--- config.mk ---
export PLATFORM = sky130hd
export DESIGN_NAME = controle_movimento
export DESIGN_NICKNAME = d
export VERILOG_FILES = /design/src/rtl/pkg_movimento.sv /design/src/rtl/movimento_arbitro.sv /design/src/rtl/controle_movimento.sv
export SDC_FILE = /design/constraint.sdc
export NUM_CORES = 1
export LEC_CHECK = 0
export CAP_MARGIN = 20
export CORE_ASPECT_RATIO = 0.75
export CORE_UTILIZATION = 35
export DETAILED_ROUTE_END_ITERATION = 6
export GPL_ROUTABILITY_DRIVEN = 0
export GPL_TIMING_DRIVEN = 1
export PLACE_DENSITY = 0.54
export SLEW_MARGIN = 20
export SYNTH_ARGS = -nofsm -noshare
export SYNTH_HDL_FRONTEND = slang
export SYNTH_HIERARCHICAL = 1
export SYNTH_SLANG_ARGS = --single-unit
export TNS_END_PERCENT = 20
--- constraint.sdc ---
create_clock -name VGA_clk -period 9.2 [get_ports VGA_clk]
set_input_delay 1.84 -clock VGA_clk [delete_from_list [all_inputs] [get_ports VGA_clk]]
set_output_delay 1.84 -clock VGA_clk [all_outputs]
set_load 0.03 [all_outputs]
--- src/rtl/pkg_movimento.sv ---
// Shared types and widths for the square motion sequencer.
package pkg_movimento;

  localparam int unsigned H_RES_DEF = 640;
  localparam int unsigned V_RES_DEF = 480;
  localparam int unsigned XW        = 10;
  localparam int unsigned YW        = 9;
  localparam int unsigned TAM_W     = 7;
  localparam int unsigned CNT_W     = 4;
  localparam int unsigned SETTLE_W  = 3;
  localparam int unsigned EDGE_W    = 11;

  typedef enum logic [1:0] {
    ST_IDLE   = 2'd0,
    ST_SETTLE = 2'd1,
    ST_EVAL   = 2'd2
  } state_t;

  typedef enum logic [1:0] {
    DIR_NONE = 2'd0,
    DIR_POS  = 2'd1,
    DIR_NEG  = 2'd2
  } dir_t;

  typedef enum logic {
    AXIS_X = 1'b0,
    AXIS_Y = 1'b1
  } axis_t;

  // Request captured at frame start and held for the whole frame
  typedef struct packed {
    dir_t              dir_x;
    dir_t              dir_y;
    logic [TAM_W-1:0]  tamanho;
  } frame_req_t;

  // Opposing keys cancel each other
  function automatic dir_t decode_dir(input logic key_pos, input logic key_neg);
    dir_t d;
    d = DIR_NONE;
    if (key_pos && !key_neg) d = DIR_POS;
    else if (key_neg && !key_pos) d = DIR_NEG;
    return d;
  endfunction

endpackage

--- src/rtl/movimento_arbitro.sv ---
// Step legality check for the pointed axis and next-axis selection.
module movimento_arbitro
  import pkg_movimento::*;
#(
  parameter int unsigned H_RES = H_RES_DEF,
  parameter int unsigned V_RES = V_RES_DEF
) (
  input  axis_t             axis_ptr,
  input  frame_req_t        req,
  input  logic [XW-1:0]     xpos,
  input  logic [YW-1:0]     ypos,
  input  logic [CNT_W-1:0]  cnt_x,
  input  logic [CNT_W-1:0]  cnt_y,
  input  logic              colisao_max_x,
  input  logic              colisao_min_x,
  input  logic              colisao_max_y,
  input  logic              colisao_min_y,
  output logic              allowed_c,
  output axis_t             next_axis_c,
  output logic              last_step_c
);

  logic [EDGE_W-1:0] x_far;
  logic [EDGE_W-1:0] y_far;
  logic              right_ok;
  logic              left_ok;
  logic              down_ok;
  logic              up_ok;
  logic              x_left;
  logic              y_left;

  // Far-edge sums are widened so they never wrap near the screen limit
  always_comb begin
    x_far    = EDGE_W'(xpos) + EDGE_W'(req.tamanho) + EDGE_W'(1);
    y_far    = EDGE_W'(ypos) + EDGE_W'(req.tamanho) + EDGE_W'(1);
    right_ok = !colisao_max_x && (x_far <= EDGE_W'(H_RES));
    left_ok  = !colisao_min_x && (xpos != '0);
    down_ok  = !colisao_max_y && (y_far <= EDGE_W'(V_RES));
    up_ok    = !colisao_min_y && (ypos != '0);
  end

  // Legality of the sub-step on the pointed axis
  always_comb begin
    allowed_c = 1'b0;
    if (axis_ptr == AXIS_X) begin
      case (req.dir_x)
        DIR_POS: allowed_c = right_ok;
        DIR_NEG: allowed_c = left_ok;
        default: allowed_c = 1'b0;
      endcase
    end else begin
      case (req.dir_y)
        DIR_POS: allowed_c = down_ok;
        DIR_NEG: allowed_c = up_ok;
        default: allowed_c = 1'b0;
      endcase
    end
  end

  // Remaining work after this EVAL; alternate axes while both have steps left
  always_comb begin
    if (axis_ptr == AXIS_X) begin
      x_left = allowed_c && (cnt_x > CNT_W'(1));
      y_left = (cnt_y != '0);
    end else begin
      x_left = (cnt_x != '0);
      y_left = allowed_c && (cnt_y > CNT_W'(1));
    end
    if (axis_ptr == AXIS_X) next_axis_c = y_left ? AXIS_Y : AXIS_X;
    else                    next_axis_c = x_left ? AXIS_X : AXIS_Y;
    last_step_c = !x_left && !y_left;
  end

endmodule

--- src/rtl/controle_movimento.sv ---
// Per-frame motion sequencer: turns held keys into settled 1-pixel sub-steps.
module controle_movimento
  import pkg_movimento::*;
#(
  parameter int unsigned X_INI  = 20,
  parameter int unsigned Y_INI  = 20,
  parameter int unsigned STEP   = 4,
  parameter int unsigned SETTLE = 2,
  parameter int unsigned H_RES  = H_RES_DEF,
  parameter int unsigned V_RES  = V_RES_DEF
) (
  input  logic              VGA_clk,
  input  logic              reset_n,
  input  logic              frame_tick,
  input  logic              key_right,
  input  logic              key_left,
  input  logic              key_up,
  input  logic              key_down,
  input  logic [TAM_W-1:0]  tamanho,
  input  logic              colisao_max_x,
  input  logic              colisao_min_x,
  input  logic              colisao_max_y,
  input  logic              colisao_min_y,
  output logic [XW-1:0]     xPos,
  output logic [YW-1:0]     yPos,
  output logic              busy,
  output logic              bloqueado,
  output logic              done,
  output logic              frame_overrun
);

  state_t               state_q, state_d;
  frame_req_t           req_q, req_d;
  axis_t                axis_q, axis_d;
  logic [XW-1:0]        xpos_q, xpos_d;
  logic [YW-1:0]        ypos_q, ypos_d;
  logic [CNT_W-1:0]     cnt_x_q, cnt_x_d;
  logic [CNT_W-1:0]     cnt_y_q, cnt_y_d;
  logic [SETTLE_W-1:0]  settle_q, settle_d;
  logic                 busy_q, busy_d;
  logic                 bloq_q, bloq_d;
  logic                 done_q, done_d;
  logic                 overrun_q, overrun_d;

  dir_t                 dir_x_c;
  dir_t                 dir_y_c;
  logic                 allowed_c;
  axis_t                next_axis_c;
  logic                 last_step_c;

  movimento_arbitro #(
    .H_RES (H_RES),
    .V_RES (V_RES)
  ) u_arbitro (
    .axis_ptr      (axis_q),
    .req           (req_q),
    .xpos          (xpos_q),
    .ypos          (ypos_q),
    .cnt_x         (cnt_x_q),
    .cnt_y         (cnt_y_q),
    .colisao_max_x (colisao_max_x),
    .colisao_min_x (colisao_min_x),
    .colisao_max_y (colisao_max_y),
    .colisao_min_y (colisao_min_y),
    .allowed_c     (allowed_c),
    .next_axis_c   (next_axis_c),
    .last_step_c   (last_step_c)
  );

  // Key decode used only at frame start
  always_comb begin
    dir_x_c = decode_dir(key_right, key_left);
    dir_y_c = decode_dir(key_down, key_up);
  end

  // Next-state and registered-output computation
  always_comb begin
    state_d   = state_q;
    req_d     = req_q;
    axis_d    = axis_q;
    xpos_d    = xpos_q;
    ypos_d    = ypos_q;
    cnt_x_d   = cnt_x_q;
    cnt_y_d   = cnt_y_q;
    settle_d  = settle_q;
    busy_d    = busy_q;
    bloq_d    = 1'b0;
    done_d    = 1'b0;
    overrun_d = 1'b0;

    case (state_q)
      ST_IDLE: begin
        if (frame_tick) begin
          req_d.dir_x   = dir_x_c;
          req_d.dir_y   = dir_y_c;
          req_d.tamanho = tamanho;
          cnt_x_d = (dir_x_c != DIR_NONE) ? CNT_W'(STEP) : '0;
          cnt_y_d = (dir_y_c != DIR_NONE) ? CNT_W'(STEP) : '0;
          if ((dir_x_c == DIR_NONE) && (dir_y_c == DIR_NONE)) begin
            done_d = 1'b1;
          end else begin
            state_d  = ST_SETTLE;
            settle_d = SETTLE_W'(SETTLE);
            busy_d   = 1'b1;
            axis_d   = (dir_x_c != DIR_NONE) ? AXIS_X : AXIS_Y;
          end
        end
      end

      ST_SETTLE: begin
        overrun_d = frame_tick;
        if (settle_q <= SETTLE_W'(1)) state_d = ST_EVAL;
        else                          settle_d = settle_q - SETTLE_W'(1);
      end

      ST_EVAL: begin
        overrun_d = frame_tick;
        if (axis_q == AXIS_X) begin
          if (allowed_c) begin
            xpos_d  = (req_q.dir_x == DIR_POS) ? xpos_q + XW'(1) : xpos_q - XW'(1);
            cnt_x_d = cnt_x_q - CNT_W'(1);
          end else begin
            cnt_x_d = '0;
            bloq_d  = 1'b1;
          end
        end else begin
          if (allowed_c) begin
            ypos_d  = (req_q.dir_y == DIR_POS) ? ypos_q + YW'(1) : ypos_q - YW'(1);
            cnt_y_d = cnt_y_q - CNT_W'(1);
          end else begin
            cnt_y_d = '0;
            bloq_d  = 1'b1;
          end
        end
        axis_d = next_axis_c;
        if (last_step_c) begin
          state_d = ST_IDLE;
          busy_d  = 1'b0;
          done_d  = 1'b1;
        end else begin
          state_d  = ST_SETTLE;
          settle_d = SETTLE_W'(SETTLE);
        end
      end

      default: begin
        state_d = ST_IDLE;
        busy_d  = 1'b0;
      end
    endcase
  end

  // State and output registers, synchronous active-low reset
  always_ff @(posedge VGA_clk) begin
    if (!reset_n) begin
      state_q   <= ST_IDLE;
      req_q     <= '0;
      axis_q    <= AXIS_X;
      xpos_q    <= XW'(X_INI);
      ypos_q    <= YW'(Y_INI);
      cnt_x_q   <= '0;
      cnt_y_q   <= '0;
      settle_q  <= '0;
      busy_q    <= 1'b0;
      bloq_q    <= 1'b0;
      done_q    <= 1'b0;
      overrun_q <= 1'b0;
    end else begin
      state_q   <= state_d;
      req_q     <= req_d;
      axis_q    <= axis_d;
      xpos_q    <= xpos_d;
      ypos_q    <= ypos_d;
      cnt_x_q   <= cnt_x_d;
      cnt_y_q   <= cnt_y_d;
      settle_q  <= settle_d;
      busy_q    <= busy_d;
      bloq_q    <= bloq_d;
      done_q    <= done_d;
      overrun_q <= overrun_d;
    end
  end

  assign xPos          = xpos_q;
  assign yPos          = ypos_q;
  assign busy          = busy_q;
  assign bloqueado     = bloq_q;
  assign done          = done_q;
  assign frame_overrun = overrun_q;

endmodule
* After elaboration in Yosys (flattened, before gate mapping)
Index checks and enable logic that the tools add are counted.
Storage, ports and cells: register bits after elaboration 48, bits of input ports 18, output and inout bits 23
Operators by class: $add $sub $neg 11, magnitude comparators 5, eq/ne operators 14, mux-type cells 47, bitwise logic cells 2, reductions and logical operators 45
Operators by type and width (count):
- $mux 4 | 6
- $add 11x1->11 const B | 2
- $mux 3 | 6
- $reduce_and 3->1 | 6
- $mux 1 | 17
- $ne 2x2->1 const B | 8
- $pmux 4 s2 | 2
- $mux 2 | 7
- $logic_and 1x1->1 | 12
- $add 10x7->11 | 1
- $le 11x10->1 const B | 1
- $le 11x9->1 const B | 1
- $add 10x1->10 const B | 1
- $add 9x7->10 | 1
- $logic_not 1->1 | 10
- $mux 10 | 1
- $reduce_bool 10->1 | 1
- $sub 10x1->10 const B | 1
- $add 9x1->9 const B | 1
- $mux 9 | 1
- $pmux 3 s3 | 1
- $reduce_bool 9->1 | 1
- $sub 9x1->9 const B | 1
- $gt 4x1->1 const B | 2
- other kinds (17) | 33

* Depth between registers and ports, before layout
word-level depth 12, gate-level depth with buffers 14, gate-level depth less buffers 13

* By module
Netlist, hierarchy kept.
By module, submodules not included:
- controle_movimento | instances 1, cells each 355, area an instance 2874.0 um^2, seq. area each 960.9 um^2
- movimento_arbitro | instances 1, cells each 112, area an instance 823.3 um^2, seq. area each 0.0 um^2

* Worst setup path after synthesis
Ideal clock, no wire load.
path type input to register, start point in colisao_min_y, end point reg settle_q[2], setup time 0.070 ns, arrival 3.967 ns, data required time 9.130 ns, slack 5.163 ns, stages 10, cells stage by stage nand2b_1 -> a31oi_1 -> a21oi_1 -> or4b_2 -> a31oi_1 -> a211oi_1 -> a221oi_1 -> nand2b_1 -> or4_1 -> a21oi_1
Between the ends: word-level cells in the longest chain between the ends 10, elaborated cells on any way between the ends 13
Ends and longest elaborated chain:
- from (decl) | line controle_movimento.sv:23 | input logic colisao_min_y,
- $logic_not 1->1 * | line movimento_arbitro.sv:39 | up_ok = !colisao_min_y && (ypos != '0);
- $logic_and 1x1->1 * | line movimento_arbitro.sv:39
- $pmux 1 s2 * | line movimento_arbitro.sv:52 | case (req.dir_y)
- $mux 1 * | line movimento_arbitro.sv:45 | if (axis_ptr == AXIS_X) begin
- $logic_and 1x1->1, on equally long branches | line movimento_arbitro.sv:63, movimento_arbitro.sv:67
- $mux 1 | line movimento_arbitro.sv:62 | if (axis_ptr == AXIS_X) begin
- $logic_not 1->1 | line movimento_arbitro.sv:71 | last_step_c = !x_left && !y_left;
- $logic_and 1x1->1 * | line movimento_arbitro.sv:71
- via last_step_c | line controle_movimento.sv:49 | logic last_step_c;
- $ne 2x2->1 (no source line) *
- $reduce_and 5->1 (no source line) *
- to (signal assigned) | line controle_movimento.sv:176 | settle_q <= settle_d;
- to (decl) | line controle_movimento.sv:39 | logic [SETTLE_W-1:0] settle_q, settle_d;
Mark *: on every way through the listed nets, which the timed path passes. The rest lies on a longest branch. A chain may end at the register's enable or synchronous reset.

* Worst setup path in the final report
start point in colisao_min_y, end point reg xpos_q[6], in the netlist xPos[6]
Between the ends: word-level cells in the longest chain between the ends 5
Ends and longest elaborated chain:
- $logic_not 1->1 | line movimento_arbitro.sv:39
- $logic_and 1x1->1 | line movimento_arbitro.sv:39
- $pmux 1 s2 | line movimento_arbitro.sv:52
- $mux 1 | line movimento_arbitro.sv:45
- via allowed_c | line controle_movimento.sv:47 | logic allowed_c;
- $reduce_and 3->1 (no source line)
- to (signal assigned) | line controle_movimento.sv:159 | xpos_q <= XW'(X_INI);
- to (signal assigned) | line controle_movimento.sv:172 | xpos_q <= xpos_d;
- to (decl) | line controle_movimento.sv:35 | logic [XW-1:0] xpos_q, xpos_d;
The timed path passes the listed nets, and every way through them passes these cells.

==> metrics.log <==
[metrics] run status: completed
[metrics] count of buffering cells on the critical path with inverters included: 1
[metrics] hold path depth: 2
[metrics] launching element type of the critical path: input port
[metrics] largest fanout on the critical path: 17
[metrics] Hold Vio Cnt, Final: 0
[metrics] routed wire length: roughly 10 mm
[metrics] final hold slack: about 0.46 ns
[metrics] Worst Min Path Start: req_q[0]
[metrics] share of flip-flops with an asynchronous set or reset after synthesis: 0%
[metrics] number of synthesis warnings: 6
[metrics] sequential fraction of the synthesis area: between 20% and 30%
[metrics] type of the worst setup path: input port to register
[metrics] critical path's top delay family: simple AND/OR/NAND/NOR gates
[metrics] Worst path slowest cell: sky130_fd_sc_hd__or4_1
[metrics] Avg WL per Cell: roughly 16 um
[metrics] Syn Nets: 531
[metrics] number of design rule violations left after detail routing: 0
[metrics] Critical Path RT: between 9 and 10 ns
[metrics] max_slew headroom: 50.3%
[metrics] number of CTS-inserted buffers: 5
[metrics] pre-CTS setup slack: roughly 4.4 ns
[metrics] clk buf depth: 2
[metrics] Synth cell types: 70
[metrics] Max-cap violations: 0
[metrics] worst-case reg-to-reg path depth: 12
[metrics] largest net degree at the start of global routing: 40
[metrics] post-route clock period utilization: between 40% and 50%
[metrics] global-route usage over all layers: between 10% and 20%
[metrics] number of max-slew violations in the final report: 0
[metrics] # nets final: ~570
[metrics] antenna viol nets, final: 0
[metrics] Mean Syn Cell Area: between 7 and 8 sq um
[metrics] count of hold-fix buffers inserted at cts: 0
[metrics] Worst-Skew Late Latency: between 0.2 and 0.3 ns
[metrics] time the final worst path needs with I/O delays and setup: ~4.5 ns
[metrics] main flop type after synthesis: sky130_fd_sc_hd__dfxtp_1
[metrics] 1st-iter DRT viols: 233
[metrics] Max VDD drop: 0.0802 mV
[metrics] measured slew at the worst slew-check pin: approximately 0.72 ns
[metrics] first-pass GRT wire length: roughly 17 mm
[metrics] total congestion overflow: 0
[metrics] critical-path cell list: clkdlybuf4s50_1 > nand2b_1 > a31oi_1 > a21oi_1 > or3_1 > a31oi_1 > a22o_1 > nand3_2 > or4_1 > or3_1 > nand3_1
[metrics] share of cells above drive strength 1: 4.56%
[metrics] count of buffers inserted at the top-level ports: 40
[metrics] number of rows created at floorplan: 32
[metrics] vias in the first global route: about 3,300
[metrics] upper clock frequency limit: about 0.22 GHz
[metrics] total power density per cell area: 169 nW/um^2
[metrics] post-synthesis cell area: about 3700 sq um
[metrics] Mapped Cells: between 400 and 500
[metrics] accumulated negative setup slack: 0 ns
[metrics] router iterations before antenna repair: 4
[metrics] antenna diode instance count: 0
[metrics] Die Ht: approximately 91 um
[metrics] reg2reg end: xPos[6]
[metrics] r2r setup slk: ~5.5 ns
[metrics] Synth Register Bits: between 40 and 50
[metrics] crit-path max cell delay: approximately 0.5 ns
[metrics] Setup Buffers After CTS: 0
[metrics] average via count per standard cell: ~5.5
[metrics] boundary pin count: 41
[metrics] largest clock skew in the final design: between 0.007 and 0.008 ns
[metrics] number of gates given a new drive strength after cts: 0
[metrics] arrival time reported for the critical path endpoint: 4.73 ns
[metrics] setup repair after global routing missed its margin: false
[metrics] Sink Count: between 40 and 50
[metrics] worst min-delay path category: register to register
[metrics] critical register-to-register path startpoint: xPos[0]
[metrics] clock tree from TritonCTS: built
[metrics] number of enable-type register cells in the synthesized netlist: 0
[metrics] initial antenna violation count: 0
[metrics] Chip Width: between 100 and 150 um
[metrics] end-of-flow core utilization: between 40% and 50%
[metrics] number of failing setup endpoints in the final timing report: 0
[metrics] via total after detailed routing: about 3,500
[metrics] Layout Area Growth over Synthesis: 18.4%
[metrics] maximum level of the CTS H-tree: 2
[metrics] hold endpoint: req_q[0]
[metrics] instance count on the critical path: 11
[metrics] number of inserted filler cells in the final layout: 1,029
[metrics] Final Worst Setup Slack: approximately 4.7 ns
[metrics] half-perimeter wire length after placement: between 7 and 8 mm
[metrics] CTS Root Buffer Type: sky130_fd_sc_hd__clkbuf_16
[metrics] Clk pin slew, worst setup/hold paths: 0.07 ns
[metrics] effective utilization at floorplan: ~36%
[metrics] die area: between 10,000 and 15,000 sq um
[metrics] leakage: around 1.8 nW
[metrics] core box area: 10,300 sq um
[metrics] Setup crit end kind: register
## Yosys cell counts (5+ instances only)
master / count / area (sq um)
sky130_fd_sc_hd__nand2_1: 51 / 191
sky130_fd_sc_hd__dfxtp_1: 48 / 961
sky130_fd_sc_hd__ha_1: 44 / 551
sky130_fd_sc_hd__inv_1: 38 / 143
sky130_fd_sc_hd__a21oi_1: 35 / 175
sky130_fd_sc_hd__nor2_1: 33 / 124
sky130_fd_sc_hd__nor3_1: 19 / 95.1
sky130_fd_sc_hd__o21ai_0: 17 / 85.1
sky130_fd_sc_hd__nand3_1: 14 / 70.1
sky130_fd_sc_hd__a211oi_1: 10 / 75.1
sky130_fd_sc_hd__a31oi_1: 10 / 62.6
sky130_fd_sc_hd__clkbuf_1: 9 / 33.8
sky130_fd_sc_hd__mux2i_1: 9 / 90.1
sky130_fd_sc_hd__nand2b_1: 9 / 56.3
sky130_fd_sc_hd__nor4_1: 8 / 50.1
sky130_fd_sc_hd__a21o_1: 6 / 45.0
sky130_fd_sc_hd__and3_1: 6 / 37.5
sky130_fd_sc_hd__nor2b_1: 6 / 37.5
sky130_fd_sc_hd__or3_1: 6 / 37.5
sky130_fd_sc_hd__o2111ai_1: 5 / 43.8
sky130_fd_sc_hd__o21a_1: 5 / 37.5
## cell usage in the layout, fill, tap and decap left out, types with 4 or more instances in the layout
cell type,instances
sky130_fd_sc_hd__a211oi_1,10
sky130_fd_sc_hd__nor2b_1,6
sky130_fd_sc_hd__clkdlybuf4s50_1,40
sky130_fd_sc_hd__o21a_1,5
sky130_fd_sc_hd__inv_1,38
sky130_fd_sc_hd__nand3_1,14
sky130_fd_sc_hd__and2_1,4
sky130_fd_sc_hd__nand2_1,51
sky130_fd_sc_hd__ha_1,44
sky130_fd_sc_hd__a21oi_1,35
sky130_fd_sc_hd__nor2_1,33
sky130_fd_sc_hd__nor3_1,19
sky130_fd_sc_hd__o2111ai_1,5
sky130_fd_sc_hd__o21ai_0,17
sky130_fd_sc_hd__nor4_1,8
sky130_fd_sc_hd__nand2b_1,9
sky130_fd_sc_hd__or4_1,4
sky130_fd_sc_hd__a21o_1,6
sky130_fd_sc_hd__or3_1,6
sky130_fd_sc_hd__dfxtp_1,48
sky130_fd_sc_hd__and3_1,6
sky130_fd_sc_hd__mux2i_1,9
sky130_fd_sc_hd__a31oi_1,10
sky130_fd_sc_hd__clkbuf_16,5
## kinds of logic after synthesis
kind of cell / Yosys count / share of synthesized area [%]
muxes: 11 / 3.05
buffers and inverters: 52 / 5.41
AOI/OAI and AO/OA: 124 / 22.9
and+or+nand+nor: 180 / 25.3
adders and majority gates: 46 / 16.0
DFF: 48 / 26.0
xor gates and xnor gates: 6 / 1.42
## power breakdown
| group | switching (mW) | internal (mW) | total, mW |
|---|---|---|---|
| Combinational | 0.176 | 0.115 | 0.291 |
| Clock | 0.0816 | 0.108 | 0.190 |
| Sequential | 0.0266 | 0.233 | 0.259 |
## worst register-to-register path: stages, from the launching register on
cell and delay, ns:
sky130_fd_sc_hd__dfxtp_1 0.46, sky130_fd_sc_hd__inv_1 0.08, sky130_fd_sc_hd__ha_1 0.28, sky130_fd_sc_hd__nand2_1 0.09
sky130_fd_sc_hd__a2111oi_2 0.35, sky130_fd_sc_hd__nand3_1 0.11, sky130_fd_sc_hd__or4_4 0.53, sky130_fd_sc_hd__o21ai_2 0.18
sky130_fd_sc_hd__a22o_1 0.34, sky130_fd_sc_hd__nand3_2 0.35, sky130_fd_sc_hd__or4_1 0.51, sky130_fd_sc_hd__or3_1 0.31
sky130_fd_sc_hd__nand3_1 0.07
## worst max-delay path by stage
stage                              to          start
final                         xPos[6]  colisao_min_y
after global routing          xPos[6]  colisao_min_y
after CTS                     xPos[6]  colisao_min_y
after detailed placement      xPos[6]  colisao_min_y
after global placement        xPos[6]  colisao_min_y
after floorplan           settle_q[2]  colisao_min_y
## per-layer routing
layer | part of all wire (%) | GRT usage (%) | routed length [um]
met5 | 0 | 0 | 0
met3 | 4.6 | 3.08 | 471
met1 | 53 | 29.3 | 5360
met4 | 0.81 | 3.70 | 82
met2 | 42 | 29.3 | 4220
## layout make-up
class / instances / area (sq um) / share of cell area (%)
clock buffers: 7 / 143 / 3.26
clock inverters: 1 / 7.51 / 0.171
inverters: 39 / 146 / 3.34
multi-input cells: 367 / 2540 / 57.9
flip-flops and latches: 48 / 961 / 21.9
well taps: 136 / 170 / 3.89
repair buffers: 42 / 415 / 9.49
## registers in the layout (all words and copies together), names as in the netlist
name           count
cnt_x_q            4
busy               1
done               1
axis_q             1
settle_q           3
req_q             11
state_q            2
yPos               9
bloqueado          1
cnt_y_q            4
frame_overrun      1
xPos              10
## stage by stage
stage          area, sq um  total power [mW]  cells
2_1_floorplan         3700             0.474    467
3_3_place_gp          4230             0.545    632
3_5_place_dp          4230             0.553    632
4_1_cts               4380             0.745    640
5_1_grt               4380             0.794    640
6_report              4380             0.741    640
No activity file was read; power rests on OpenSTA's default activity.
